### src/rtl/page_pkg.sv
// Shared definitions for the page-select controller: default page count and
// index width, the page index map, and the controller FSM state type.
package page_pkg;

  localparam int DEF_NUM_PAGES = 4;
  localparam int DEF_PAGE_W    = 2;

  // Page index map as wired ahead of the VGA pixel mux.
  localparam logic [DEF_PAGE_W-1:0] PAGE_PS2_DEBUG = 2'd0;
  localparam logic [DEF_PAGE_W-1:0] PAGE_TEST      = 2'd1;
  localparam logic [DEF_PAGE_W-1:0] PAGE_DEBUG     = 2'd2;
  localparam logic [DEF_PAGE_W-1:0] PAGE_MAIN      = 2'd3;

  typedef enum logic {
    IDLE    = 1'b0,
    PENDING = 1'b1
  } page_state_e;

endpackage

### src/rtl/btn_debounce.sv
// Button conditioning: 2-flop synchronizer, shared sample prescaler,
// 3-deep sample history per bit, debounced levels and one-cycle press pulses.
module btn_debounce #(
  parameter int BTN_W           = 16,
  parameter int DEBOUNCE_CYCLES = 250000,
  parameter int CNT_W           = 18
) (
  input  logic             vga_clk,
  input  logic             vga_rst,
  input  logic [BTN_W-1:0] btns,
  output logic [BTN_W-1:0] btns_clean,
  output logic [BTN_W-1:0] btn_rise
);

  localparam logic [CNT_W-1:0] CNT_MAX = CNT_W'(DEBOUNCE_CYCLES - 1);

  logic [BTN_W-1:0] sync1, sync2;
  logic [BTN_W-1:0] hist0, hist1, hist2;
  logic [BTN_W-1:0] clean_prev;
  logic [BTN_W-1:0] all_high, all_low;
  logic [CNT_W-1:0] cnt;
  logic             tick;
  logic             tick_d;

  assign tick     = (cnt == CNT_MAX);
  assign all_high = hist0 & hist1 & hist2;
  assign all_low  = ~(hist0 | hist1 | hist2);

  // Bring the asynchronous key levels into the vga_clk domain.
  always_ff @(posedge vga_clk) begin
    if (vga_rst) begin
      sync1 <= '0;
      sync2 <= '0;
    end else begin
      sync1 <= btns;
      sync2 <= sync1;
    end
  end

  // Free-running sample prescaler; tick marks the last count before wrap.
  always_ff @(posedge vga_clk) begin
    if (vga_rst) begin
      cnt    <= '0;
      tick_d <= 1'b0;
    end else begin
      cnt    <= tick ? '0 : cnt + 1'b1;
      tick_d <= tick;
    end
  end

  // Shift the synchronized level into the history on every tick.
  always_ff @(posedge vga_clk) begin
    if (vga_rst) begin
      hist0 <= '0;
      hist1 <= '0;
      hist2 <= '0;
    end else if (tick) begin
      hist0 <= sync2;
      hist1 <= hist0;
      hist2 <= hist1;
    end
  end

  // Clean level follows the history only when all three samples agree.
  always_ff @(posedge vga_clk) begin
    if (vga_rst) begin
      btns_clean <= '0;
    end else if (tick_d) begin
      btns_clean <= all_high | (btns_clean & ~all_low);
    end
  end

  // Registered rising-edge detect on the clean level.
  always_ff @(posedge vga_clk) begin
    if (vga_rst) begin
      clean_prev <= '0;
      btn_rise   <= '0;
    end else begin
      clean_prev <= btns_clean;
      btn_rise   <= btns_clean & ~clean_prev;
    end
  end

endmodule

### src/rtl/page_switch_ctrl.sv
// Page-select controller: turns debounced next/prev presses into a page index
// that only changes at a frame boundary, so a page never tears mid-frame.
// Optional PS2 arrow navigation is enabled by defining PAGE_SWITCH_PS2_NAV_EN.
// The FSM state is visible on the pending output (1 = PENDING, 0 = IDLE).
module page_switch_ctrl
  import page_pkg::*;
#(
  parameter int NUM_PAGES       = DEF_NUM_PAGES,
  parameter int PAGE_W          = DEF_PAGE_W,
  parameter int BTN_W           = 16,
  parameter int DEBOUNCE_CYCLES = 250000,
  parameter int CNT_W           = 18,
  parameter int NEXT_BTN        = 0,
  parameter int PREV_BTN        = 1
) (
  input  logic              vga_clk,
  input  logic              vga_rst,
  input  logic [BTN_W-1:0]  btns,
  input  logic [4:0]        keys,
  input  logic [9:0]        x_pos,
  input  logic [9:0]        y_pos,
  output logic [PAGE_W-1:0] page_status,
  output logic              page_changed,
  output logic              pending,
  output logic [BTN_W-1:0]  btns_clean,
  output logic [BTN_W-1:0]  btn_rise
);

  localparam logic [PAGE_W-1:0] LAST_PAGE = PAGE_W'(NUM_PAGES - 1);

  // Explicit wrap so non-power-of-2 page counts behave.
  function automatic logic [PAGE_W-1:0] inc_page(input logic [PAGE_W-1:0] p);
    return (p == LAST_PAGE) ? '0 : p + 1'b1;
  endfunction

  function automatic logic [PAGE_W-1:0] dec_page(input logic [PAGE_W-1:0] p);
    return (p == '0) ? LAST_PAGE : p - 1'b1;
  endfunction

  page_state_e       state, state_nx;
  logic [PAGE_W-1:0] target, target_nx;
  logic [PAGE_W-1:0] page_nx;
  logic              changed_nx;
  logic              origin_q, fb;
  logic              ps2_nxt, ps2_prv;
  logic              raw_nxt, raw_prv;
  logic              req_nxt, req_prv;

  btn_debounce #(
    .BTN_W          (BTN_W),
    .DEBOUNCE_CYCLES(DEBOUNCE_CYCLES),
    .CNT_W          (CNT_W)
  ) u_debounce (
    .vga_clk   (vga_clk),
    .vga_rst   (vga_rst),
    .btns      (btns),
    .btns_clean(btns_clean),
    .btn_rise  (btn_rise)
  );

`ifdef PAGE_SWITCH_PS2_NAV_EN
  // Only right (bit 2) and left (bit 1) navigate; the rest are not needed here.
  logic [1:0] key_s1, key_s2, key_prev, key_rise;
  logic       unused_keys;
  assign unused_keys = ^{keys[4:3], keys[0]};

  // PS2 levels are already clean: synchronize and edge-detect only.
  always_ff @(posedge vga_clk) begin
    if (vga_rst) begin
      key_s1   <= '0;
      key_s2   <= '0;
      key_prev <= '0;
      key_rise <= '0;
    end else begin
      key_s1   <= keys[2:1];
      key_s2   <= key_s1;
      key_prev <= key_s2;
      key_rise <= key_s2 & ~key_prev;
    end
  end

  assign ps2_nxt = key_rise[1];
  assign ps2_prv = key_rise[0];
`else
  logic unused_keys;
  assign unused_keys = ^keys;
  assign ps2_nxt     = 1'b0;
  assign ps2_prv     = 1'b0;
`endif

  // Simultaneous next and prev cancel each other.
  assign raw_nxt = btn_rise[NEXT_BTN] | ps2_nxt;
  assign raw_prv = btn_rise[PREV_BTN] | ps2_prv;
  assign req_nxt = raw_nxt & ~raw_prv;
  assign req_prv = raw_prv & ~raw_nxt;

  // Frame boundary: first cycle at (0,0), registered so it trails entry by 1.
  always_ff @(posedge vga_clk) begin
    if (vga_rst) begin
      origin_q <= 1'b0;
      fb       <= 1'b0;
    end else begin
      origin_q <= (x_pos == 10'd0) && (y_pos == 10'd0);
      fb       <= (x_pos == 10'd0) && (y_pos == 10'd0) && !origin_q;
    end
  end

  // FSM state, target and committed page registers.
  always_ff @(posedge vga_clk) begin
    if (vga_rst) begin
      state        <= IDLE;
      target       <= '0;
      page_status  <= '0;
      page_changed <= 1'b0;
    end else begin
      state        <= state_nx;
      target       <= target_nx;
      page_status  <= page_nx;
      page_changed <= changed_nx;
    end
  end

  // Next state: collect requests into target, commit only on a frame boundary.
  // A request coinciding with fb in PENDING is dropped; in IDLE it waits.
  always_comb begin
    state_nx   = state;
    target_nx  = target;
    page_nx    = page_status;
    changed_nx = 1'b0;
    case (state)
      IDLE: begin
        if (req_nxt) begin
          target_nx = inc_page(page_status);
          state_nx  = PENDING;
        end else if (req_prv) begin
          target_nx = dec_page(page_status);
          state_nx  = PENDING;
        end
      end
      PENDING: begin
        if (fb) begin
          page_nx    = target;
          changed_nx = (target != page_status);
          state_nx   = IDLE;
        end else if (req_nxt) begin
          target_nx = inc_page(target);
        end else if (req_prv) begin
          target_nx = dec_page(target);
        end
      end
      default: state_nx = IDLE;
    endcase
  end

  assign pending = (state == PENDING);

endmodule

### config.mk
export PLATFORM = sky130hd
export DESIGN_NAME = page_switch_ctrl
export DESIGN_NICKNAME = d
export VERILOG_FILES = /design/src/rtl/page_pkg.sv /design/src/rtl/btn_debounce.sv /design/src/rtl/page_switch_ctrl.sv
export SDC_FILE = /design/constraint.sdc
export NUM_CORES = 1
export LEC_CHECK = 0
export ABC_AREA = 1
export CORE_MARGIN = 5
export CORE_UTILIZATION = 47
export DETAILED_ROUTE_END_ITERATION = 6
export GPL_ROUTABILITY_DRIVEN = 0
export GPL_TIMING_DRIVEN = 0
export PLACE_DENSITY = 0.71
export SYNTH_ARGS = -nofsm -noshare
export SYNTH_HDL_FRONTEND = slang
export SYNTH_SLANG_ARGS = --single-unit
### constraint.sdc
create_clock -name vga_clk -period 2.3 [get_ports vga_clk]
set_clock_uncertainty 0.2 [all_clocks]
set_input_delay 0.46 -clock vga_clk [delete_from_list [all_inputs] [get_ports vga_clk]]
set_output_delay 0.46 -clock vga_clk [all_outputs]
set_load 0.05 [all_outputs]
* Word-level counts from Yosys, hierarchy flattened
Index checks and enable logic that the tools add are counted.
** Cells by class
- Add/sub/neg operators :: 5
- Equality and inequality tests :: 7
- Mux-type cells :: 14
- Reduce and logical (&&, ||, !) cells :: 11
- Bitwise logic cells :: 16
** Operator list (number)
- 16-bit AND :: 4
- 16-bit inverter :: 3
- 16-bit OR :: 3
- 10-bit zero test :: 2
- 18-bit by 1-bit adder with 18-bit output, second input constant :: 1
- 18-bit == test, second input constant :: 1
- 2-bit 2-to-1 mux :: 9
- 2-bit by 1-bit adder with 2-bit output, second input constant :: 2
- 2-bit == test, second input constant :: 2
- 2-bit zero test :: 2
- 1-bit inverter :: 4
- 2-bit case mux with 2 select lines :: 1
- 2-bit by 1-bit subtractor with 2-bit output, second input constant :: 2
- 1-bit 2-to-1 mux :: 3
- 3-bit by 1-bit inequality test with 1-bit output, second input constant :: 1
- 3-bit inequality test, second input constant :: 1
- 3-bit AND reduction :: 1
- 3-bit OR reduction :: 1
- 1-bit AND :: 2
- 1-bit logical AND :: 2
- 2-bit inequality test :: 1
- 2-bit inequality test, second input constant :: 1
- 1-bit case mux with 2 select lines :: 1
- 2-bit AND reduction :: 1
- other kinds (2) :: 2
** Word-level totals
- Register bits after elaboration :: 155
- Logic and storage cells :: 69

* Logic depth before layout (Yosys ltp)
- Word-level depth :: 6
- Gate-level depth with buffers :: 10

* Hierarchy
A second synthesis with hierarchy kept.
** Unflattened totals
- Cell total of the unflattened synthesis :: 685
- Area total of the unflattened synthesis :: 5760.5 um^2
** By module, submodules not included
- btn_debounce :: cells each 615, seq. area each 2942.8 um^2, times used 1, area each 5283.8 um^2
- page_switch_ctrl :: cells each 70, seq. area each 160.2 um^2, times used 1, area each 476.7 um^2

* Least setup slack after synthesis
Ideal clock, no wire load.
- Path type :: register -> register
- From :: register page_status[0]
- To :: register target[1]
- Data arrival time :: 1.622 ns
- Library setup time :: 0.117 ns
- Cell stages (with the launch flop) :: 8
- Clock period less this slack :: 1.939 ns
- Slack :: 0.361 ns
- Cells stage by stage :: dfxtp_1 > inv_1 > ha_1 > or2_2 > nand3_1 > nand2_1 > nor2_1 > nor2_1
** On the way
- Word-level cells in the longest chain between the ends :: 5
** Ends and longest elaborated chain
- start, declared :: RTL line page_switch_ctrl.sv:22 : output logic [PAGE_W-1:0] page_status,
- start signal, assigned :: RTL line page_switch_ctrl.sv:118 : page_status <= page_nx;
- 2-bit by 1-bit subtractor with 2-bit output or 2-bit zero test (tied branches) :: RTL line page_switch_ctrl.sv:37 : return (p == '0) ? LAST_PAGE : p - 1'b1;
- 2-bit 2-to-1 mux :: RTL line page_switch_ctrl.sv:37
- 2-bit 2-to-1 mux :: RTL line page_switch_ctrl.sv:135 : end else if (req_prv) begin
- 2-bit 2-to-1 mux * :: RTL line page_switch_ctrl.sv:132 : if (req_nxt) begin
- 2-bit case mux with 2 select lines * :: RTL line page_switch_ctrl.sv:130 : case (state)
- end signal, assigned :: RTL line page_switch_ctrl.sv:117 : target <= target_nx;
- end, declared :: RTL line page_switch_ctrl.sv:41 : logic [PAGE_W-1:0] target, target_nx;
Mark *: on every way between the ends. The rest lies on a longest branch, timed or not. The select of a mux whose other input is x is not followed.
A chain may end at the register's enable or synchronous reset.

* Worst setup path after layout
- From :: register u_debounce.btns_clean[8]
- To :: output port btns_clean[8]
** RTL lines
- start, declared :: RTL line btn_debounce.sv:11 : output logic [BTN_W-1:0] btns_clean,
- start signal, assigned :: RTL line btn_debounce.sv:69 : btns_clean <= all_high | (btns_clean & ~all_low);
- end, declared :: RTL line page_switch_ctrl.sv:25 : output logic [BTN_W-1:0] btns_clean,
No word-level cell between the ends.

==> metrics.md <==
| Metric | Value |
|---|---|
| Pin count of the biggest net entering global routing | `17` |
| RSZ-0062 raised after global routing | `no` |
| Synth Net Count | `710` |
| Final setup viols | `0` |
| Syn avg cell area | `8.03 um^2` |
| Root Driver | `clkbuf_16` |
| Main area contributors after synthesis | `dfxtp_1 (58%), nand2_1 (14%), nor2_1 (7.2%)` |
| Die width | `116 um` |
| Routed Antenna Nets | `0` |
| Share of layout cells above drive strength 1 | `0.0535` |
| Ys Warns | `0` |
| Crit path launch type | `register` |
| Sink Count | `155` |
| Clock Pin Slew Worst Setup and Hold Paths | `0.06 ns` |
| Critical Path Slowest Stage Cell | `clkdlybuf4s50_1` |
| First-pass GRT wire length | `18800 um` |
| Die area | `13500 um^2` |
| I/O pin count | `79` |
| WP data arrival | `1.59 ns` |
| Worst Path Required | `1.64 ns` |
| Drt pass-1 iters | `5` |
| Setup CP Type | `reg -> out` |
| Leakage Power | `3.06 nW` |
| Minimum clock period | `2.25 ns` |
| Crit Path Max Fanout | `2` |
| Largest area contributor in the netlist | `dfxtp_1` |
| Via count | `4334` |
| Status | `completed` |
| Final WL | `11400 um` |
| Number of DRC markers in iteration 0 | `231` |
| Cell breakdown of the critical path | `clkdlybuf4s50_1` |
| Overall power | `5.51 mW` |
| CP endpoint kind | `output pin` |
| Post-synthesis instance area | `5320 um^2` |
| Post-placement cell area | `6220 um^2` |
| Die Span Y | `116 um` |
| Maximum capacitance violations | `0` |
| Multi-input logic area | `1830 um^2` |
| Number of cell rows | `38` |
| Wire length per cell | `12.6 um` |
| Reg2reg setup slack | `0.30 ns` |
| Fin Hold WS | `0.183 ns` |
| Seq cells post-synth | `155` |
| Area share of the leading cell type in the synthesized netlist | `0.584` |
| Cells after Synth | `662` |
| N_diodes | `0` |
| Cts bufs inserted | `17` |
| GRT Util Overall | `0.177` |
| CP peak stage delay | `0.82 ns` |
| Worst Hold Class | `reg -> reg` |
| Port Buffer Count | `73` |
| Slew HR | `0.560` |
| Max H-tree Level | `4` |
| Fill cells | `952` |
| Commonest non-fill, non-tap cell in the layout | `nand2_1` |
| Detailed-route DRC error count | `0` |
| Place WS | `-0.429 ns` |
| Final nets | `802` |
| Core region area | `11000 um^2` |
| Hold buffers post-CTS | `0` |
| Fmax | `445 MHz` |
| Antenna violations before repair | `0` |
| Slew Limit Fails | `0` |
| Post-synthesis sequential area ratio | `0.584` |
| Setup ws final | `0.0546 ns` |
| Worst Path Buf+Inv | `1` |
| Remaining global-route overflow | `0` |
| Cell area after layout | `6790 um^2` |
| PwrDens | `812 nW/um^2` |
| Final HPWL DP | `7930 um` |
| Clock latency at the later pin of the worst-skew pair | `0.41 ns` |
| Peak VDD IR | `611 uV` |
| Post-CTS setup repair buffer count | `0` |
| Vias in the first global route | `4104` |
| Final Cycle Share | `0.976` |
| CTS max path bufs | `2` |
| Area grow syn2layout | `27.7%` |
| Initial core utilization | `0.484` |
| Most frequent cells in the layout | `nand2_1 (199), dfxtp_1 (155), nor2_1 (102)` |
| CTS tree | `yes` |
| Hold Vio Cnt, Final | `0` |
| Vias per cell | `4.78` |
| Measured slew at the worst slew-check pin | `0.661 ns` |
| Post-synth cell types | `26` |
| Delay-heaviest family, CP | `buffers and inverters` |
| Register area | `3100 um^2` |
==> where the power goes <==
part | switching (mW) | total (mW) | leakage, nW | internal (mW)
Clock | 1.04 | 2.63 | 0.266 | 1.59
Sequential | 0.00949 | 2.73 | 1.26 | 2.72
Combinational | 0.0744 | 0.151 | 1.54 | 0.0767
==> cells in the mapped netlist <==
| library cell | number |
|---|---|
| o211ai_1 | 1 |
| nor2_2 | 1 |
| nor2_4 | 1 |
| clkbuf_1 | 10 |
| dfxtp_1 | 155 |
| or2_2 | 2 |
| xnor2_1 | 3 |
| o21ai_0 | 8 |
| buf_1 | 4 |
| o22ai_1 | 16 |
| buf_6 | 2 |
| a21oi_2 | 1 |
| xor2_1 | 5 |
| nor3_1 | 11 |
| nand2_1 | 199 |
| nand3_1 | 10 |
| ha_1 | 5 |
| nand4_1 | 18 |
| a211oi_1 | 1 |
| buf_2 | 5 |
| nor4_1 | 12 |
| inv_1 | 75 |
| a21oi_1 | 13 |
| nor2_1 | 102 |
| a221oi_1 | 1 |
| nand3b_1 | 1 |
==> worst paths after layout <==
check	cells past startpoint	from	endpoint
min reg2reg	1	u_debounce.clean_prev[12]$_SDFF_PP0_	u_debounce.btn_rise[12]$_SDFF_PP0_
max	1	u_debounce.btns_clean[8]$_SDFFE_PP0P_	btns_clean[8]
max reg2reg	7	u_debounce.cnt[0]$_SDFF_PP0_	u_debounce.hist2[5]$_SDFFE_PP0N_
min	1	u_debounce.clean_prev[12]$_SDFF_PP0_	u_debounce.btn_rise[12]$_SDFF_PP0_
==> repair_timing <==
item / CTS / global route
gates resized for setup: 4 / 4
hold endpoints to repair: 0 / 0
gates cloned: 0 / 0
setup endpoints to repair: 4 / 7
==> flip-flops by register name, indices dropped and copies added, names as in the netlist <==
register,cells
u_debounce.btns_clean,16
pending,1
origin_q,1
page_changed,1
u_debounce.sync1,16
u_debounce.btn_rise,16
u_debounce.clean_prev,16
fb,1
u_debounce.hist2,16
target,2
u_debounce.tick_d,1
page_status,2
u_debounce.cnt,18
u_debounce.hist1,16
u_debounce.hist0,16
u_debounce.sync2,16
==> through the flow <==
stage	TNS, ns	utilization	instances
global route	0	0.618	906
detailed placement	-8.62	0.566	875
finish	0	0.618	906
floorplan	0	-	662
CTS	0	0.617	906
global placement	-7.13	0.566	875
==> per-layer routing <==
metal | wire length (um) | global-route usage
met1 | 4900 | 0.207
met2 | 5540 | 0.302
met3 | 828 | 0.0611
met4 | 164 | 0.0634
met5 | 0 | 0
==> area by class of cell <==
type,count,area share
flip-flops and latches,155,0.457
multi-input cells,411,0.270
repair buffers,73,0.108
clock buffers,20,0.0644
inverters,75,0.0415
well taps,140,0.0258
clock inverters,11,0.0183
plain buffers,21,0.0149
==> logic make-up after synthesis <==
| group | count (synthesis) | synth area share |
|---|---|---|
| AOI/OAI and AO/OA | 41 | 0.0447 |
| adders and majority gates | 5 | 0.0118 |
| and+or+nand+nor | 357 | 0.275 |
| buffers and inverters | 96 | 0.0718 |
| xor gates and xnor gates | 8 | 0.0132 |
| DFF | 155 | 0.584 |
Note: power is estimated with default switching activity, not from simulation.
